--- config.mk ---
export PLATFORM = sky130hd
export DESIGN_NAME = lane_init_fsm
export DESIGN_NICKNAME = d
export VERILOG_FILES = /design/src/rtl/lane_init_pkg.sv /design/src/rtl/sat_event_counter.sv /design/src/rtl/lane_init_fsm.sv
export SDC_FILE = /design/constraint.sdc
export NUM_CORES = 1
export LEC_CHECK = 0
export CORE_ASPECT_RATIO = 1.1
export CORE_UTILIZATION = 45
export DETAILED_ROUTE_END_ITERATION = 8
export DONT_BUFFER_PORTS = 1
export GPL_ROUTABILITY_DRIVEN = 0
export PLACE_DENSITY = 0.6
export SETUP_SLACK_MARGIN = 0.4
export SYNTH_ARGS = -nofsm -noshare
export SYNTH_HDL_FRONTEND = slang
export SYNTH_SLANG_ARGS = --single-unit
--- constraint.sdc ---
create_clock -name sb_clk -period 2.65 [get_ports sb_clk]
set_clock_uncertainty 0.15 [all_clocks]
set_input_delay 0.265 -clock sb_clk [delete_from_list [all_inputs] [get_ports sb_clk]]
set_output_delay 0.265 -clock sb_clk [all_outputs]
set_load 0.005 [all_outputs]
--- src/rtl/lane_init_pkg.sv ---
// Shared encodings, thresholds and counter widths for the lane initialization FSM.
package lane_init_pkg;

   localparam int TS1_RX_REQ   = 2;
   localparam int TS2_RX_REQ   = 2;
   localparam int TS2_TX_MIN   = 16;
   localparam int MAX_RETRY    = 3;

   localparam int LANE_STATE_W = 3;
   localparam int RETRY_W      = 2;
   localparam int TS1_RX_W     = $clog2(TS1_RX_REQ + 1);
   localparam int TS2_RX_W     = $clog2(TS2_RX_REQ + 1);
   localparam int TS2_TX_W     = $clog2(TS2_TX_MIN + 1);

   typedef enum logic [LANE_STATE_W-1:0] {
      ST_DISCONNECTED = 3'd0,
      ST_DISABLED     = 3'd1,
      ST_TRAINING_TS1 = 3'd2,
      ST_TRAINING_TS2 = 3'd3,
      ST_CL0          = 3'd4
   } lane_state_t;

endpackage

--- src/rtl/sat_event_counter.sv ---
// Pulse counter that saturates at THRESH; clear wins over increment.
module sat_event_counter #(
   parameter int THRESH = 2,
   parameter int CNT_W  = $clog2(THRESH + 1)
) (
   input  logic sb_clk,
   input  logic rst,
   input  logic clr,
   input  logic inc,
   output logic reached
);

   localparam logic [CNT_W-1:0] THRESH_C = CNT_W'(THRESH);

   logic [CNT_W-1:0] cnt;

   always_ff @(posedge sb_clk or negedge rst) begin
      if (!rst) begin
         cnt <= '0;
      end else if (clr) begin
         cnt <= '0;
      end else if (inc && (cnt != THRESH_C)) begin
         cnt <= cnt + 1'b1;
      end
   end

   assign reached = (cnt == THRESH_C);

endmodule

--- src/rtl/lane_init_fsm.sv ---
// Lane initialization FSM: CLd -> TS1 -> TS2 -> CL0 with timer qualifiers and registered outputs.
// Define LANE_INIT_RETRY_EN to count training failures and force DISABLED after MAX_RETRY.
import lane_init_pkg::*;

// state            | meaning
// ST_DISCONNECTED  | no partner; raise sbtx after tdisconnect_tx_min, wait for tconnect_rx_min
// ST_DISABLED      | lane held off by config or exhausted retries
// ST_TRAINING_TS1  | sending TS1, waiting for TS1_RX_REQ received TS1
// ST_TRAINING_TS2  | sending TS2, waiting for TS2 rx and tx thresholds
// ST_CL0           | lane operational
module lane_init_fsm (
   input  logic                    sb_clk,
   input  logic                    rst,
   input  logic                    lane_disable,
   input  logic                    sbrx,
   input  logic                    ts1_rcvd,
   input  logic                    ts2_rcvd,
   input  logic                    ts2_sent,
   input  logic                    tdisconnect_tx_min,
   input  logic                    tdisconnect_rx_min,
   input  logic                    tconnect_rx_min,
   input  logic                    tdisabled_min,
   input  logic                    ttraining_error_timeout,
   input  logic                    tgen4_ts1_timeout,
   input  logic                    tgen4_ts2_timeout,
   output logic                    sbtx,
   output logic                    disconnected_s,
   output logic                    fsm_disabled,
   output logic                    fsm_training,
   output logic                    ts1_gen4_s,
   output logic                    ts2_gen4_s,
   output logic                    ts1_send,
   output logic                    ts2_send,
   output logic                    cl0_s,
   output logic [LANE_STATE_W-1:0] lane_state,
   output logic                    training_err,
   output logic [RETRY_W-1:0]      retry_cnt
);

   lane_state_t state_q, state_d;
   logic        sbtx_d;
   logic        fail;
   logic        fail_disable;
   logic        state_change;
   logic        ts1_rx_done, ts2_rx_done, ts2_tx_done;

   // sbrx level is already qualified by the timer; only its flags are used here
   logic        sbrx_unused;
   assign sbrx_unused = sbrx;

   assign state_change = (state_d != state_q);

   sat_event_counter #(.THRESH(TS1_RX_REQ), .CNT_W(TS1_RX_W)) u_ts1_rx (
      .sb_clk  (sb_clk),
      .rst     (rst),
      .clr     (state_change),
      .inc     (ts1_rcvd && (state_q == ST_TRAINING_TS1)),
      .reached (ts1_rx_done)
   );

   sat_event_counter #(.THRESH(TS2_RX_REQ), .CNT_W(TS2_RX_W)) u_ts2_rx (
      .sb_clk  (sb_clk),
      .rst     (rst),
      .clr     (state_change),
      .inc     (ts2_rcvd && (state_q == ST_TRAINING_TS2)),
      .reached (ts2_rx_done)
   );

   sat_event_counter #(.THRESH(TS2_TX_MIN), .CNT_W(TS2_TX_W)) u_ts2_tx (
      .sb_clk  (sb_clk),
      .rst     (rst),
      .clr     (state_change),
      .inc     (ts2_sent && (state_q == ST_TRAINING_TS2)),
      .reached (ts2_tx_done)
   );

   always_comb begin
      state_d = state_q;
      fail    = 1'b0;
      case (state_q)
         ST_DISCONNECTED: begin
            if (lane_disable)                  state_d = ST_DISABLED;
            else if (sbtx && tconnect_rx_min)  state_d = ST_TRAINING_TS1;
         end
         ST_DISABLED: begin
            if (!lane_disable && tdisabled_min) state_d = ST_DISCONNECTED;
         end
         ST_TRAINING_TS1: begin
            if (lane_disable)                                        state_d = ST_DISABLED;
            else if (tdisconnect_rx_min)                             state_d = ST_DISCONNECTED;
            else if (ttraining_error_timeout || tgen4_ts1_timeout)   fail    = 1'b1;
            else if (ts1_rx_done)                                    state_d = ST_TRAINING_TS2;
         end
         ST_TRAINING_TS2: begin
            if (lane_disable)                                        state_d = ST_DISABLED;
            else if (tdisconnect_rx_min)                             state_d = ST_DISCONNECTED;
            else if (ttraining_error_timeout || tgen4_ts2_timeout)   fail    = 1'b1;
            else if (ts2_rx_done && ts2_tx_done)                     state_d = ST_CL0;
         end
         ST_CL0: begin
            if (lane_disable)            state_d = ST_DISABLED;
            else if (tdisconnect_rx_min) state_d = ST_DISCONNECTED;
         end
         default: state_d = ST_DISCONNECTED;
      endcase
      if (fail) state_d = fail_disable ? ST_DISABLED : ST_DISCONNECTED;
   end

   // A fresh entry into DISCONNECTED always restarts with sbtx low
   always_comb begin
      sbtx_d = 1'b1;
      case (state_d)
         ST_DISCONNECTED: sbtx_d = (state_q == ST_DISCONNECTED) ? (sbtx | tdisconnect_tx_min) : 1'b0;
         ST_DISABLED:     sbtx_d = 1'b0;
         default:         sbtx_d = 1'b1;
      endcase
   end

   always_ff @(posedge sb_clk or negedge rst) begin
      if (!rst) begin
         state_q        <= ST_DISCONNECTED;
         sbtx           <= 1'b0;
         disconnected_s <= 1'b1;
         fsm_disabled   <= 1'b0;
         fsm_training   <= 1'b0;
         ts1_gen4_s     <= 1'b0;
         ts2_gen4_s     <= 1'b0;
         ts1_send       <= 1'b0;
         ts2_send       <= 1'b0;
         cl0_s          <= 1'b0;
      end else begin
         state_q        <= state_d;
         sbtx           <= sbtx_d;
         disconnected_s <= (state_d == ST_DISCONNECTED);
         fsm_disabled   <= (state_d == ST_DISABLED);
         fsm_training   <= (state_d == ST_TRAINING_TS1) || (state_d == ST_TRAINING_TS2);
         ts1_gen4_s     <= (state_d == ST_TRAINING_TS1);
         ts2_gen4_s     <= (state_d == ST_TRAINING_TS2);
         ts1_send       <= (state_d == ST_TRAINING_TS1);
         ts2_send       <= (state_d == ST_TRAINING_TS2);
         cl0_s          <= (state_d == ST_CL0);
      end
   end

   assign lane_state = state_q;

`ifdef LANE_INIT_RETRY_EN
   localparam logic [RETRY_W-1:0] MAX_RETRY_C = RETRY_W'(MAX_RETRY);

   logic [RETRY_W-1:0] retry_q;
   logic [RETRY_W-1:0] retry_inc;
   logic               err_q;
   logic               lane_disable_q;

   assign retry_inc    = (retry_q == MAX_RETRY_C) ? retry_q : retry_q + 1'b1;
   assign fail_disable = (retry_inc == MAX_RETRY_C);

   always_ff @(posedge sb_clk or negedge rst) begin
      if (!rst) begin
         retry_q        <= '0;
         err_q          <= 1'b0;
         lane_disable_q <= 1'b0;
      end else begin
         lane_disable_q <= lane_disable;
         if ((state_d == ST_CL0) && (state_q != ST_CL0)) retry_q <= '0;
         else if (fail)                                  retry_q <= retry_inc;
         if (fail && fail_disable)                 err_q <= 1'b1;
         else if (lane_disable_q && !lane_disable) err_q <= 1'b0;
      end
   end

   assign retry_cnt    = retry_q;
   assign training_err = err_q;
`else
   assign fail_disable = 1'b0;
   assign retry_cnt    = '0;
   assign training_err = 1'b0;
`endif

endmodule

==> implementation parameters <==
Parameter                              Value

STA
  Setup repair after global routing missed its margin    yes
  Transition time at the pin with the least slew margin    a little over 0.8 ns
  Ratio of final minimum period to clock period    86.1%
  Shortest period the worst path allows    2.28 ns
  Final-layout worst hold slack    ~0.053 ns
  Max Transition Viols Final    0
  Final total negative setup slack    0 ns
  Slew Limit Headroom    between 40 and 50%
  Max Fclk    between 400 and 500 MHz
  Final Hold Violating Endpoints    0
  Final number of setup-violating endpoints    0

Critical path
  Data required time at the worst endpoint    about 2.7 ns
  Startpoint types    flop
  Critical Path End Type    flop
  Worst Path Arrival    ~2.3 ns
  Largest driver fanout on the critical path    9
  Crit path kind    flop to flop

Drt
  Post-Route WL    ~2300 um
  Final antenna-violating net count    0
  Routed WL per cell    15.0 um
  DRT Pass-1 Iters    4
  DRC viols    0
  Number of DRC violations after detailed-routing iteration 0    30
  Post-DR vias/cell    roughly 5.7
  Routed vias    868

Synthesis
  Async set-reset flop share out of synthesis    100%
  Netlist cell types    44
  Mean cell area of the mapped netlist    10.4 um^2
  Top cells by count, synth    18 x dfrtp_1, 9 x a211oi_1, 7 x inv_1
  Yosys top cell by area    dfrtp_1
  Synth Instances    between 100 and 150
  Yosys top cell area share    between 30% and 40%
  Number of flops mapped to enable cells by yosys    0
  Top-count cell post-synth    dfrtp_1
  Number of warnings reported in the yosys synthesis log    0
  Most common flop cell mapped by yosys    dfrtp_1
  Flop and latch count out of synthesis    19
  Top cells by area in the synthesized netlist    dfrtp_1 38%, a211oi_1 5.6%, ha_1 4.2%
  Syn Std Cell Area    around 1200 um^2
  Sequential share of the synthesized area    between 30% and 40%

Die
  Die Span Y    56.2 um
  IO Pins    29
  Initial standard-cell utilization of the core    between 40% and 50%
  Std-Cell Core Area    about 2500 um^2
  Chip width    about 51 um
  Die ar.    2880 um^2
  Number of rows created at floorplan    19

Final layout
  Synthesis-to-layout area growth    6.77%
  Antenna diodes    0
  Total number of nets in the final design    140
  Fin area    around 1300 um^2
  Fraction of final layout cells sized beyond drive strength 1    between 10% and 20%

Power
  Proportion of total power due to net switching    between 20 and 25%
  Maximum resistive drop on vdd    ~280 uV
  Seq pwr share    61.1%
  Cell internal power dissipation    approximately 0.00037 W
  Overall power of the completed layout    roughly 0.00049 W
  Switching power    approximately 0.00012 W
  Clock share of power    approximately 29%
  P per Cell Area    385 nW/um^2
  Relative contribution of combinational cells to total power    between 10% and 20%
  Reported leakage power    around 0.56 nW

Global routing
  Antenna violations before repair    0
  Via count of the first global-routing pass    ~900
  Wire length of the first global-routing pass    between 4000 and 5000 um
  Maximum number of pins on one net before global-route repair    20
  Leftover overflow at the end of global routing    0
  Total GRT Usage    19.1%

Run status
  Result of the run    completed

Clock network
  Post-CTS clock slew at the launch and capture registers of the worst setup and hold paths    ~0.11 ns
  Clock Latency Late Sink    roughly 0.29 ns
  CTS H-tree depth    1
  Root Buffer Master    clkbuf_4
  Worst-case clock buffer depth    2
  Clock sink count    19
  Clock tree from TritonCTS    done
  Total clock buffers created by CTS    3

Placed design
  HPWL after DPL    approximately 1700 um
  Placed inst area    around 1200 um^2
  I/O Buffers    0

Job
  Number of max-cap violations    0

Min path
  Tightest Hold Check Type    primary input to flop
## per-layer routing
layer	share of wire (%)	track usage, %	vias to the layer above
met1	47	26.3	413
met5	0	0	-
met4	0.83	5.02	0
met3	6.1	5.19	2
met2	46	29.3	25
li1	-	-	428
## power groups by stage
stage               Combinational (W)  Sequential, W  Clock (W)
floorplan                   0.0000386       0.000305          0
global placement            0.0000376       0.000307          0
detailed placement          0.0000376       0.000307          0
CTS                         0.0000476       0.000301   0.000148
global route                0.0000553       0.000303   0.000168
finish                      0.0000501       0.000301   0.000142
## critical path: stages (launching register included)
cell and delay, ns:
dfrtp_1 0.41, inv_1 0.07, ha_2 0.17, or4b_1 0.42, or3_4 0.35, a31oi_4 0.20
o211ai_4 0.17, a211oi_1 0.25
## layout by cell type, fill, tap and decap left out, drive strengths merged, types with 3 or more instances in the layout
cell type / instances
xnor2: 3
and3b: 3
a211oi: 9
nand4: 3
o21ai: 4
and2: 6
clkbuf: 3
buf: 4
dfrtp: 18
mux2i: 4
ha: 4
nor3: 4
dlygate4sd3: 3
a21oi: 3
nor2: 4
nand2: 4
inv: 8
nor2b: 3
conb: 3
## path summary, 6_finish.rpt
kind	from	end	slack, ns	depth (start not counted)
worst max register to register	u_ts1_rx.cnt[0]$_DFFE_PN0P_	u_ts2_tx.cnt[1]$_DFFE_PN0P_	0.37	7
worst min register to register	u_ts2_rx.cnt[0]$_DFFE_PN0P_	u_ts2_rx.cnt[0]$_DFFE_PN0P_	0.43	2
worst max-delay path	u_ts1_rx.cnt[0]$_DFFE_PN0P_	u_ts2_tx.cnt[1]$_DFFE_PN0P_	0.37	7
min in group asynchronous	rst	fsm_training$_DFF_PN0_	0.36	1
max in group asynchronous	rst	u_ts1_rx.cnt[0]$_DFFE_PN0P_	1.48	1
worst min-delay path	tdisconnect_tx_min	sbtx$_DFF_PN0_	0.05	2
## cells by family (layout without fill, tap and decap cells)
group	count (synthesis)	after routing	share of synthesized area, %
multiplexers	4	4	3.33
AO/OA/AOI/OAI	28	28	19.8
XOR/XNOR	5	5	3.65
flip-flops	19	19	39.7
buffers and inverters	16	19	8.33
AND/OR/NAND/NOR	39	39	20.7
adder cells (fa/ha/maj)	4	4	4.17
other	1	3	0.312
## per-stage QoR
stage | setup WS, ns | utilization, % | instances
4_1_cts | 0.368 | 49.9 | 151
3_3_place_gp | 0.419 | 47.6 | 144
3_5_place_dp | 0.391 | 47.6 | 144
6_report | 0.368 | 50.9 | 152
5_1_grt | 0.266 | 50.9 | 152
2_1_floorplan | 0.530 | - | 118
## what timing repair did
item	in CTS	in global routing
buffers inserted	0	1
setup endpoints to repair	6	13
hold buffers	3	0
resized for setup	0	4
pin swaps	0	0
hold endpoints to repair	21	0
## cell type report
class	count	area (um^2)
inverter	8	30.0
tap	31	38.8
clock buffer	3	22.5
fill	244	1240
sequential	19	477
multi-input combinational	83	649
timing repair buffer	7	60.1
clock inverter	1	5.00
## state kept, by name, summed over array words and instances, names as in the netlist
register        count
sbtx                1
ts1_send            1
u_ts2_tx.cnt        5
disconnected_s      1
fsm_disabled        1
u_ts2_rx.cnt        2
u_ts1_rx.cnt        2
lane_state          3
cl0_s               1
ts2_send            1
fsm_training        1
Note: power is estimated with default switching activity, not from simulation.
